<file path="src/rtl/inverse_factorial.sv">
// Inverse factorial: finds the largest n with n! <= f by repeated serial division.
// Optional busy-cycle counter output "cycles" is enabled by defining INVFACT_CYCLE_COUNT_EN.
`timescale 1ns/1ps

module inverse_factorial (
    input  logic        clk,
    input  logic        rst,
    input  logic        start,
    input  logic [31:0] f,
    output logic [7:0]  n,
    output logic        exact,
    output logic        ready
`ifdef INVFACT_CYCLE_COUNT_EN
    ,
    output logic [15:0] cycles
`endif
);

    typedef enum logic [2:0] {
        IDLE   = 3'd0,
        CHECK  = 3'd1,
        DIV    = 3'd2,
        UPDATE = 3'd3,
        DONE   = 3'd4
    } state_t;

    state_t      state_q, state_d;

    logic [31:0] r_q;
    logic [7:0]  k_q;
    logic        acc_q;
    logic        zf_q;
    logic [7:0]  n_q;
    logic        exact_q;

    // Divider working registers: quo_q shifts the dividend out and the quotient in.
    logic [32:0] rem_q, rem_d;
    logic [31:0] quo_q, quo_d;
    logic [4:0]  div_cnt_q;

    logic [32:0] trial;
    logic [32:0] k_ext;
    logic        q_bit;
    logic        r_lt_k;
    logic        div_last;
    logic        idle_or_done;
    logic        busy;

    assign idle_or_done = (state_q == IDLE) || (state_q == DONE);
    assign busy         = (state_q == CHECK) || (state_q == DIV) || (state_q == UPDATE);
    assign r_lt_k       = (r_q < {24'd0, k_q});
    assign div_last     = (div_cnt_q == 5'd31);

    // One restoring-division step per cycle.
    always_comb begin
        k_ext = {25'd0, k_q};
        trial = {rem_q[31:0], quo_q[31]};
        q_bit = 1'b0;
        rem_d = trial;
        if (trial >= k_ext) begin
            q_bit = 1'b1;
            rem_d = trial - k_ext;
        end
        quo_d = {quo_q[30:0], q_bit};
    end

    // State register
    always_ff @(posedge clk) begin
        if (rst) begin
            state_q <= IDLE;
        end else begin
            state_q <= state_d;
        end
    end

    // Next-state logic
    always_comb begin
        state_d = state_q;
        case (state_q)
            IDLE:    if (start) state_d = CHECK;
            CHECK:   state_d = r_lt_k ? DONE : DIV;
            DIV:     if (div_last) state_d = UPDATE;
            UPDATE:  state_d = CHECK;
            DONE:    if (start) state_d = CHECK;
            default: state_d = IDLE;
        endcase
    end

    // Output logic
    always_comb begin
        ready = idle_or_done;
    end

    // Datapath
    always_ff @(posedge clk) begin
        if (rst) begin
            r_q       <= 32'd0;
            k_q       <= 8'd2;
            acc_q     <= 1'b1;
            zf_q      <= 1'b0;
            n_q       <= 8'd0;
            exact_q   <= 1'b0;
            rem_q     <= 33'd0;
            quo_q     <= 32'd0;
            div_cnt_q <= 5'd0;
        end else begin
            case (state_q)
                IDLE, DONE: begin
                    if (start) begin
                        r_q   <= f;
                        k_q   <= 8'd2;
                        acc_q <= 1'b1;
                        zf_q  <= (f == 32'd0);
                    end
                end
                CHECK: begin
                    if (r_lt_k) begin
                        n_q     <= zf_q ? 8'd0 : (k_q - 8'd1);
                        exact_q <= ~zf_q & acc_q & (r_q == 32'd1);
                    end else begin
                        quo_q     <= r_q;
                        rem_q     <= 33'd0;
                        div_cnt_q <= 5'd0;
                    end
                end
                DIV: begin
                    rem_q     <= rem_d;
                    quo_q     <= quo_d;
                    div_cnt_q <= div_cnt_q + 5'd1;
                end
                UPDATE: begin
                    // R becomes floor(f / k!); any nonzero remainder rules out an exact match.
                    r_q   <= quo_q;
                    acc_q <= acc_q & (rem_q == 33'd0);
                    k_q   <= k_q + 8'd1;
                end
                default: ;
            endcase
        end
    end

    assign n     = n_q;
    assign exact = exact_q;

`ifdef INVFACT_CYCLE_COUNT_EN
    logic [15:0] cyc_q;
    logic        accept;

    assign accept = start && idle_or_done;

    always_ff @(posedge clk) begin
        if (rst) begin
            cyc_q <= 16'd0;
        end else if (accept) begin
            cyc_q <= 16'd0;
        end else if (busy && (cyc_q != 16'hFFFF)) begin
            cyc_q <= cyc_q + 16'd1;
        end
    end

    assign cycles = cyc_q;
`else
    logic unused_busy;
    assign unused_busy = busy;
`endif

endmodule

</file>
<file path="config.mk">
export PLATFORM = sky130hd
export DESIGN_NAME = inverse_factorial
export DESIGN_NICKNAME = d
export VERILOG_FILES = /design/src/rtl/inverse_factorial.sv
export SDC_FILE = /design/constraint.sdc
export NUM_CORES = 1
export LEC_CHECK = 0
export ABC_AREA = 1
export BUFFER_PORTS_ARGS = -buffer_cell sky130_fd_sc_hd__buf_2
export CAP_MARGIN = 10
export CORE_ASPECT_RATIO = 0.7
export CORE_UTILIZATION = 62
export DETAILED_ROUTE_END_ITERATION = 12
export PLACE_DENSITY = 0.81
export SLEW_MARGIN = 20
export SYNTH_ARGS = -nofsm -noshare
export SYNTH_HDL_FRONTEND = slang
export SYNTH_SLANG_ARGS = --single-unit
</file>
<file path="constraint.sdc">
create_clock -name clk -period 2.65 [get_ports clk]
set_input_delay 0.53 -clock clk [delete_from_list [all_inputs] [get_ports clk]]
set_output_delay 0.53 -clock clk [all_outputs]
set_load 0.02 [all_outputs]
</file>
; ---- Word-level counts from Yosys, hierarchy flattened
; Cells that the tools add are included.
[op_classes]
add_sub_neg = 4
n_mul = 0
n_div = 0
n_lt_le_gt_ge = 2
eq_ne = 9
n_shift = 0
n_mux = 19
bitwise_logic = 4
reduce_logical = 12
[ops]
columns = operator, count
row1 = $pmux 32 s2, 2
row2 = $mux 33, 2
row3 = $pmux 33 s2, 1
row4 = $mux 32, 2
row5 = $ge 33x8->1, 1
row6 = $logic_not 33->1, 1
row7 = $sub 33x8->33, 1
row8 = $eq 32x1->1 const B, 1
row9 = $logic_not 32->1, 1
row10 = $lt 32x8->1, 1
row11 = $mux 8, 2
row12 = $pmux 8 s2, 1
row13 = $pmux 3 s4, 1
row14 = $pmux 5 s2, 1
row15 = $reduce_and 2->1, 5
row16 = $mux 3, 3
row17 = $add 8x1->8 const B, 1
row18 = $sub 8x1->8 const B, 1
row19 = $eq 3x2->1 const B, 2
row20 = $add 5x1->5 const B, 1
row21 = $eq 5x5->1 const B, 1
row22 = $mux 5, 1
row23 = $ne 2x2->1 const B, 2
row24 = $reduce_bool 2->1, 2
row25 = other kinds (10), 13
[word_totals]
register_bits = 124
latch_bits = 0
ram_bits = 0
mem_bits_ro = 0
input_bits = 35
output_inout_bits = 10
word_cells = 60
mem_count = 0

; ---- Logic depth before layout (Yosys ltp)
; Gate-level depths: netlist of the first run.
[depth]
word_depth = 4
mapped_depth = 16
mapped_depth_nobuf = 14

; ---- Least setup slack after synthesis of the first run
; Ideal clock, no wire load.
[synth_timing]
path_kind = reg-to-reg
startpoint = register k_q[3]
endpoint = register rem_q[6]
setup_ps = 109
t_arrival_ps = 1855
required_ps = 2541
setup_slack_ps = 686
path_stages_with_launch = 16
path_buffers = 1
synth_period_minus_slack_ps = 1964
path_cell_list = dfxtp_1 -> inv_1 -> ha_1 -> nand2_1 -> inv_1 -> nand2_1 -> nand2_1 -> nand2_1 -> nand3_2 -> nor2_4 -> nand2_4 -> buf_6 -> nand2_1 -> nand3_1 -> nand2_1 -> inv_1
[synth_via]
elab_chain_len = 3
word_cells_on_any_way = 7
cone_classes = add/sub: 1 / order compare: 2 / eq/ne: 1 / mux: 2 / reduce/logical: 1
[synth_rtl]
columns = item, line
row1 = start: declaration, 30  ; logic [7:0] k_q;
row2 = start signal: assignment, 135  ; k_q <= k_q + 8'd1;
row3 = $sub 33x8->33 (tied with other cells), 62  ; rem_d = trial - k_ext;
row4 = $mux 33 / $ne 2x2->1 (equally long branches), --
row5 = $pmux 33 s2 / $reduce_and 2->1 (equally long branches), --
row6 = end signal: assignment, 127  ; rem_q <= rem_d;
row7 = end: declaration, 37  ; logic [32:0] rem_q, rem_d;
; Parallel ways exist; a longest one is shown, timed or not.
; A chain may end at the register's enable or synchronous reset.

; ---- Final worst setup path of the first run
[layout_timing]
startpoint = register k_q[3]
endpoint = register rem_q[3]
; The elaborated chain is that of the path after synthesis.

==> summary.txt, run 1 <==
Setup path
  • R2R depth: 14
  • Worst Setup End Kind: flip-flop
  • Crit path DAT: 2.73 ns
  • CP startpoint kind: flip-flop
  • CP max FO: 31
  • Worst r2r src: k_q[3]
  • R2r endpoint: rem_q[3]
  • Required time worst endpoint: 2.96 ns
  • R2R setup slack: 0.23 ns
  • Crit Path Class: flip-flop to flip-flop

Routing
  • DR WL met2: 7.77 mm
  • Drt total wl: 20.2 mm
  • Met1 wire length: 9.67 mm
  • Via/cell ratio: 5.70
  • Routed Antenna Nets: 0
  • Top sig layer: met4
  • Met3 WL: 2.47 mm
  • Via count: 7690
  • DR pass1 iterations: 5
  • Post-detailed-route DRC marker count: 0
  • Drt first-iter violations: 940
  • Wire per inst: 15.0 µm

Synthesis
  • Mapped Nets: 1211
  • Synth Instances: 1156
  • Syn. warnings: 0
  • Synth Area in Compound Gates: 13.5%
  • Async set-reset flop share out of synthesis: 0%
  • Syn avg cell area: 6.34 µm²
  • Post-Synth XOR/XNOR Area: 0.956%
  • Number of synthesized flops with an enable pin: 0
  • Count leader, synth: nand2_1
  • Post-synthesis sequential area ratio: 33.9%
  • Post-synthesis simple-gate area fraction: 38.8%
  • Primary FF master, synth: dfxtp_1
  • Post-Synth Adder-Cell Area: 3.52%
  • Largest family of logic cells by synthesized area: simple AND/OR/NAND/NOR gates
  • Area leader, netlist: dfxtp_1
  • Synth area leaders: dfxtp_1, nand2_1, nor2_1
  • Synth cell count leaders: nand2_1, nor2_1, dfxtp_1, nand3_1, inv_1
  • Synth Register Bits: 124
  • Mux cell area share after synthesis: 0%
  • Yosys cell types: 40
  • Yosys top cell area share: 33.9%
  • Synth Cell Area: 7330 µm²

GRT
  • Largest net degree at the start of global routing: 71
  • First-pass GRT wire length: 33.6 mm
  • Initial antenna violation count: 0
  • Total GRT Usage: 34.5%
  • Vias in the first global route: 6633
  • Congestion Overflow GR: 0

STA
  • RSZ-0062 raised after global routing: no
  • Worst slew margin: 45.7%
  • Slew Viols, Final: 0
  • Final setup viols: 0
  • Worst Skew: 0.0140 ns
  • Slew @ Worst Pin: 0.815 ns
  • Fmax: 0.414 GHz
  • Post-route setup TNS: 0 ns
  • Hold Vio Cnt, Final: 0
  • Fin crit period: 2.42 ns
  • Final worst-path cycle share: 91.2%

Clocking
  • Cts bufs inserted: 17
  • Clock buffer depth: 2
  • Root Buffer: clkbuf_16
  • Worst skew pair latency: 0.42 ns
  • Total clock sinks: 124
  • CTS tree: built
  • Hold buffer count at CTS: 0
  • CTS clock-pin slew for the worst setup and hold paths: 0.06 ns
  • Post_cts resized: 0
  • CTS H-tree depth: 4
  • Setup bufs post-CTS: 0

Cells and area
  • Area grow syn2layout: 11.9%
  • Nets: 1239
  • Fin util: 72.9%
  • Layout cells sized above 1: 10.4%
  • ANT cells: 0
  • Design Area, Final: 8200 µm²

Place
  • Placed cell area: 7630 µm²
  • DPL Wire Length: 14.1 mm
  • Gpl congestion: 0.981
  • Number of port buffers: 44

Die
  • DIE AREA: 12300 µm²
  • Die width: 132 µm
  • Area of the placeable core: 11300 µm²
  • Starting Density: 65.1%
  • # rows: 32
  • Die Y: 93.0 µm
  • Ports: 45

Flow run
  • Max cap viols: 0

Hold path
  • Worst Hold Endpoint: r_q[17]
  • Hold Crit Depth: 3
  • Worst hold-check path type: primary input to flip-flop
  • Hold Path Origin: f[17]

Run status
  • Status: finished clean
==> worst max-delay path: stages, from the launching register on <==
cell and delay [ns]:
dfxtp_1 0.44, inv_1 0.20, ha_1 0.41, nand2_1 0.14, inv_1 0.07, nand2_1 0.08
nand2_1 0.05, nand2_1 0.09, nand3_2 0.11, nor2_4 0.16, nand2_4 0.24, nand2_1 0.14
nand3_1 0.09, nand2_1 0.06, inv_1 0.04
==> worst max-delay path by stage <==
stage               startpoint  endpoint  slack, ns  cells past startpoint
floorplan               k_q[3]  rem_q[6]       0.69                     15
global placement        k_q[3]  rem_q[2]       0.33                     14
detailed placement      k_q[3]  rem_q[3]       0.28                     14
CTS                     k_q[3]  rem_q[3]       0.27                     14
global route            k_q[3]  rem_q[5]       0.02                     14
finish                  k_q[3]  rem_q[3]       0.23                     14
==> cell families (layout without fill, tap and decap cells) <==
| group | Yosys count | count (layout) |
|---|---|---|
| buffers and inverters | 161 | 202 |
| XOR/XNOR | 8 | 8 |
| flip-flops | 124 | 124 |
| AND/OR/NAND/NOR | 666 | 666 |
| AO/OA/AOI/OAI | 177 | 177 |
| adder cells (fa/ha/maj) | 20 | 20 |
==> registers in the layout, summed over array words and instances, names as in the netlist <==
| name | count |
|---|---|
| acc_q | 1 |
| n | 8 |
| k_q | 8 |
| state_q | 3 |
| rem_q | 33 |
| quo_q | 32 |
| zf_q | 1 |
| exact | 1 |
| r_q | 32 |
| div_cnt_q | 5 |
==> cells in the final DEF (no fill, tap or decap), types with 4 or more instances in the layout <==
| master | count |
|---|---|
| inv_8 | 4 |
| o22ai_1 | 4 |
| a31oi_1 | 20 |
| inv_2 | 8 |
| clkinv_4 | 5 |
| inv_6 | 4 |
| nand4_1 | 18 |
| nor2_2 | 5 |
| nor3_1 | 6 |
| o21ai_0 | 68 |
| ha_1 | 19 |
| a21oi_1 | 63 |
| o21ai_1 | 4 |
| inv_1 | 100 |
| a221oi_1 | 13 |
| dfxtp_1 | 124 |
| buf_2 | 44 |
| clkbuf_16 | 17 |
| buf_4 | 13 |
| nor4_1 | 12 |
| xor2_1 | 6 |
| nand3_1 | 113 |
| nor2_1 | 178 |
| nand2_1 | 315 |
==> area by class of cell <==
type                       count  area (µm²)
sequential                   124        2480
clock buffer                  18         439
timing repair buffer          60         378
multi-input combinational    871        4160
fill                         960        3050
clock inverter                14         128
inverter                     110         418
tap                          153         191
==> metrics by stage <==
step                worst slack, ns  hold slack [ns]  std cells
floorplan                     0.686            0.444       1156
global placement              0.327            0.428       1318
detailed placement            0.279            0.433       1318
CTS                           0.275            0.362       1350
global route                 0.0206            0.380       1350
finish                        0.232            0.371       1350
==> metal layers <==
layer	track usage [%]	vias to the layer above
met5	0	-
met4	10.7	0
met3	7.99	27
met2	46.7	427
met1	52.6	3394
li1	-	3842
Power of run 1 is left out: the tool's default activity adds up to more than one toggle a clock period on the data nets, which glitch-free logic cannot reach.
==> run 2: changes to the inputs <==
--- a/config.mk
+++ b/config.mk
@@ -6,7 +6,7 @@
 export NUM_CORES = 1
 export LEC_CHECK = 0
 export ABC_AREA = 1
-export BUFFER_PORTS_ARGS = -buffer_cell sky130_fd_sc_hd__buf_2
+export BUFFER_PORTS_ARGS = -buffer_cell sky130_fd_sc_hd__buf_4
 export CAP_MARGIN = 10
 export CORE_ASPECT_RATIO = 0.7
 export CORE_UTILIZATION = 62
==> run 2 against run 1 <==
Net effect: maximum frequency fell by 1.6%; global-route usage rose by 1.1 points; first-iteration DRC count fell by 5.9%; worst setup slack got worse by 0.039 ns; sequential cell count did not move; wire length rose by 3.2%; clock-buffer cell count rose by 1; register-to-register slack got worse by 0.04 ns; critical path depth did not move.
==> summary.txt, run 2 (same netlist as run 1, synthesis figures left out) <==
STA
  • Worst slew margin: 41.3%
  • Slew Viols, Final: 0
  • Final worst-path cycle share: 92.7%
  • Post-route setup TNS: 0 ns
  • Final setup viols: 0
  • Fmax: 0.407 GHz
  • Slew @ Worst Pin: 0.881 ns
  • RSZ-0062 raised after global routing: no
  • Hold Vio Cnt, Final: 0
  • Fin crit period: 2.46 ns
  • Worst Skew: 0.0146 ns

Cells and area
  • Layout cells sized above 1: 9.91%
  • Largest regs: rem_q (33), quo_q (32), r_q (32)
  • Nets: 1233
  • Area grow syn2layout: 12.9%
  • ANT cells: 0
  • # fillers: 961
  • Largest Register: rem_q
  • Commonest non-fill, non-tap cell in the layout: nand2_1
  • Most frequent cells in the layout: nand2_1, nor2_1, dfxtp_1
  • FF+latch area: 2480 µm²
  • Multi-input gate area: 4170 µm²
  • Max reg flops: 33

GRT
  • Total GRT Usage: 35.7%
  • Largest net degree at the start of global routing: 80
  • Initial antenna violation count: 0
  • Vias in the first global route: 6944
  • First-pass GRT wire length: 34.8 mm
  • Congestion Overflow GR: 0

Setup path
  • Worst Setup End Kind: flip-flop
  • CP startpoint kind: flip-flop
  • CP max FO: 31
  • Required time worst endpoint: 2.97 ns
  • Crit path DAT: 2.77 ns
  • Crit Path Class: flip-flop to flip-flop

Place
  • DPL Wire Length: 14.0 mm
  • Gpl congestion: 0.973
  • Number of port buffers: 44

Routing
  • Wire per inst: 15.5 µm
  • Drt first-iter violations: 885
  • Drt total wl: 20.9 mm
  • DR pass1 iterations: 7
  • Routed Antenna Nets: 0
  • Via count: 7738
  • Via/cell ratio: 5.76
  • Post-detailed-route DRC marker count: 0

Die
  • Area of the placeable core: 11300 µm²
  • # rows: 32
  • Ports: 45
  • Starting Density: 65.1%
  • Die width: 132 µm
  • Die Y: 93.0 µm
  • DIE AREA: 12300 µm²

Clocking
  • CTS H-tree depth: 4
  • CTS tree: built
  • Cts bufs inserted: 17
  • Hold buffer count at CTS: 0
  • Worst skew pair latency: 0.42 ns
  • CTS clock-pin slew for the worst setup and hold paths: 0.06 ns
  • Total clock sinks: 124
  • Clock buffer depth: 2
  • Root Buffer: clkbuf_16

Hold path
  • Worst hold-check path type: primary input to flip-flop

Run status
  • Status: finished clean

Flow run
  • Max cap viols: 0
## run 2: stage by stage
stage	hold slack, ns	instances	util, %	area [µm²]	worst slack [ns]
final	0.358	1344	73.5	8270	0.193
after global routing	0.376	1344	73.5	8270	0.00122
after CTS	0.356	1344	73.4	8260	0.217
after detailed placement	0.436	1312	68.3	7690	0.262
after global placement	0.432	1312	68.3	7690	0.257
after floorplan	0.444	1156	-	7330	0.686
## run 2: per-layer routing
layer  vias up  part of all wire [%]  GRT usage, %
li1       3837                     -             -
met1      3455                    48          52.6
met2       422                    39          50.5
met3        24                    12          10.3
met4         0                  0.94          7.75
met5         -                     0             0
## run 2: timing repair
item	4_1_cts	5_1_grt
setup buffers	0	0
gates resized for setup	0	2
endpoints found under the setup margin	0	5
## run 2: final cells by class
| class | count | share of cell area (%) |
|---|---|---|
| flip-flops and latches | 124 | 30.0 |
| clock buffers | 19 | 5.36 |
| repair buffers | 54 | 5.20 |
| inverters | 110 | 5.08 |
| well taps | 153 | 2.31 |
| multi-input cells | 871 | 50.4 |
| clock inverters | 13 | 1.62 |
## run 2: path summary, 6_finish.rpt
| check | startpoint | endpoint | slack (ns) | depth (start not counted) |
|---|---|---|---|---|
| worst max-delay path | k_q[3] | rem_q[6] | 0.19 | 14 |
| worst min-delay path | f[16] | r_q[16] | 0.36 | 3 |
| worst max register to register | k_q[3] | rem_q[6] | 0.19 | 14 |
| worst min register to register | n[2] | n[2] | 0.44 | 2 |
## run 2: worst max-delay path, cell delays in order, from the launching register on
cell and delay [ns]:
dfxtp_1 0.41, inv_1 0.16, ha_1 0.40, nand2_1 0.14
inv_1 0.07, nand2_1 0.08, nand2_1 0.05, nand2_1 0.08
nand3_2 0.14, nor2_4 0.19, nand2_4 0.25, nand2_1 0.16
nand3_1 0.09, nand2_1 0.08, inv_1 0.04
Power of run 2 is left out for the same reason.
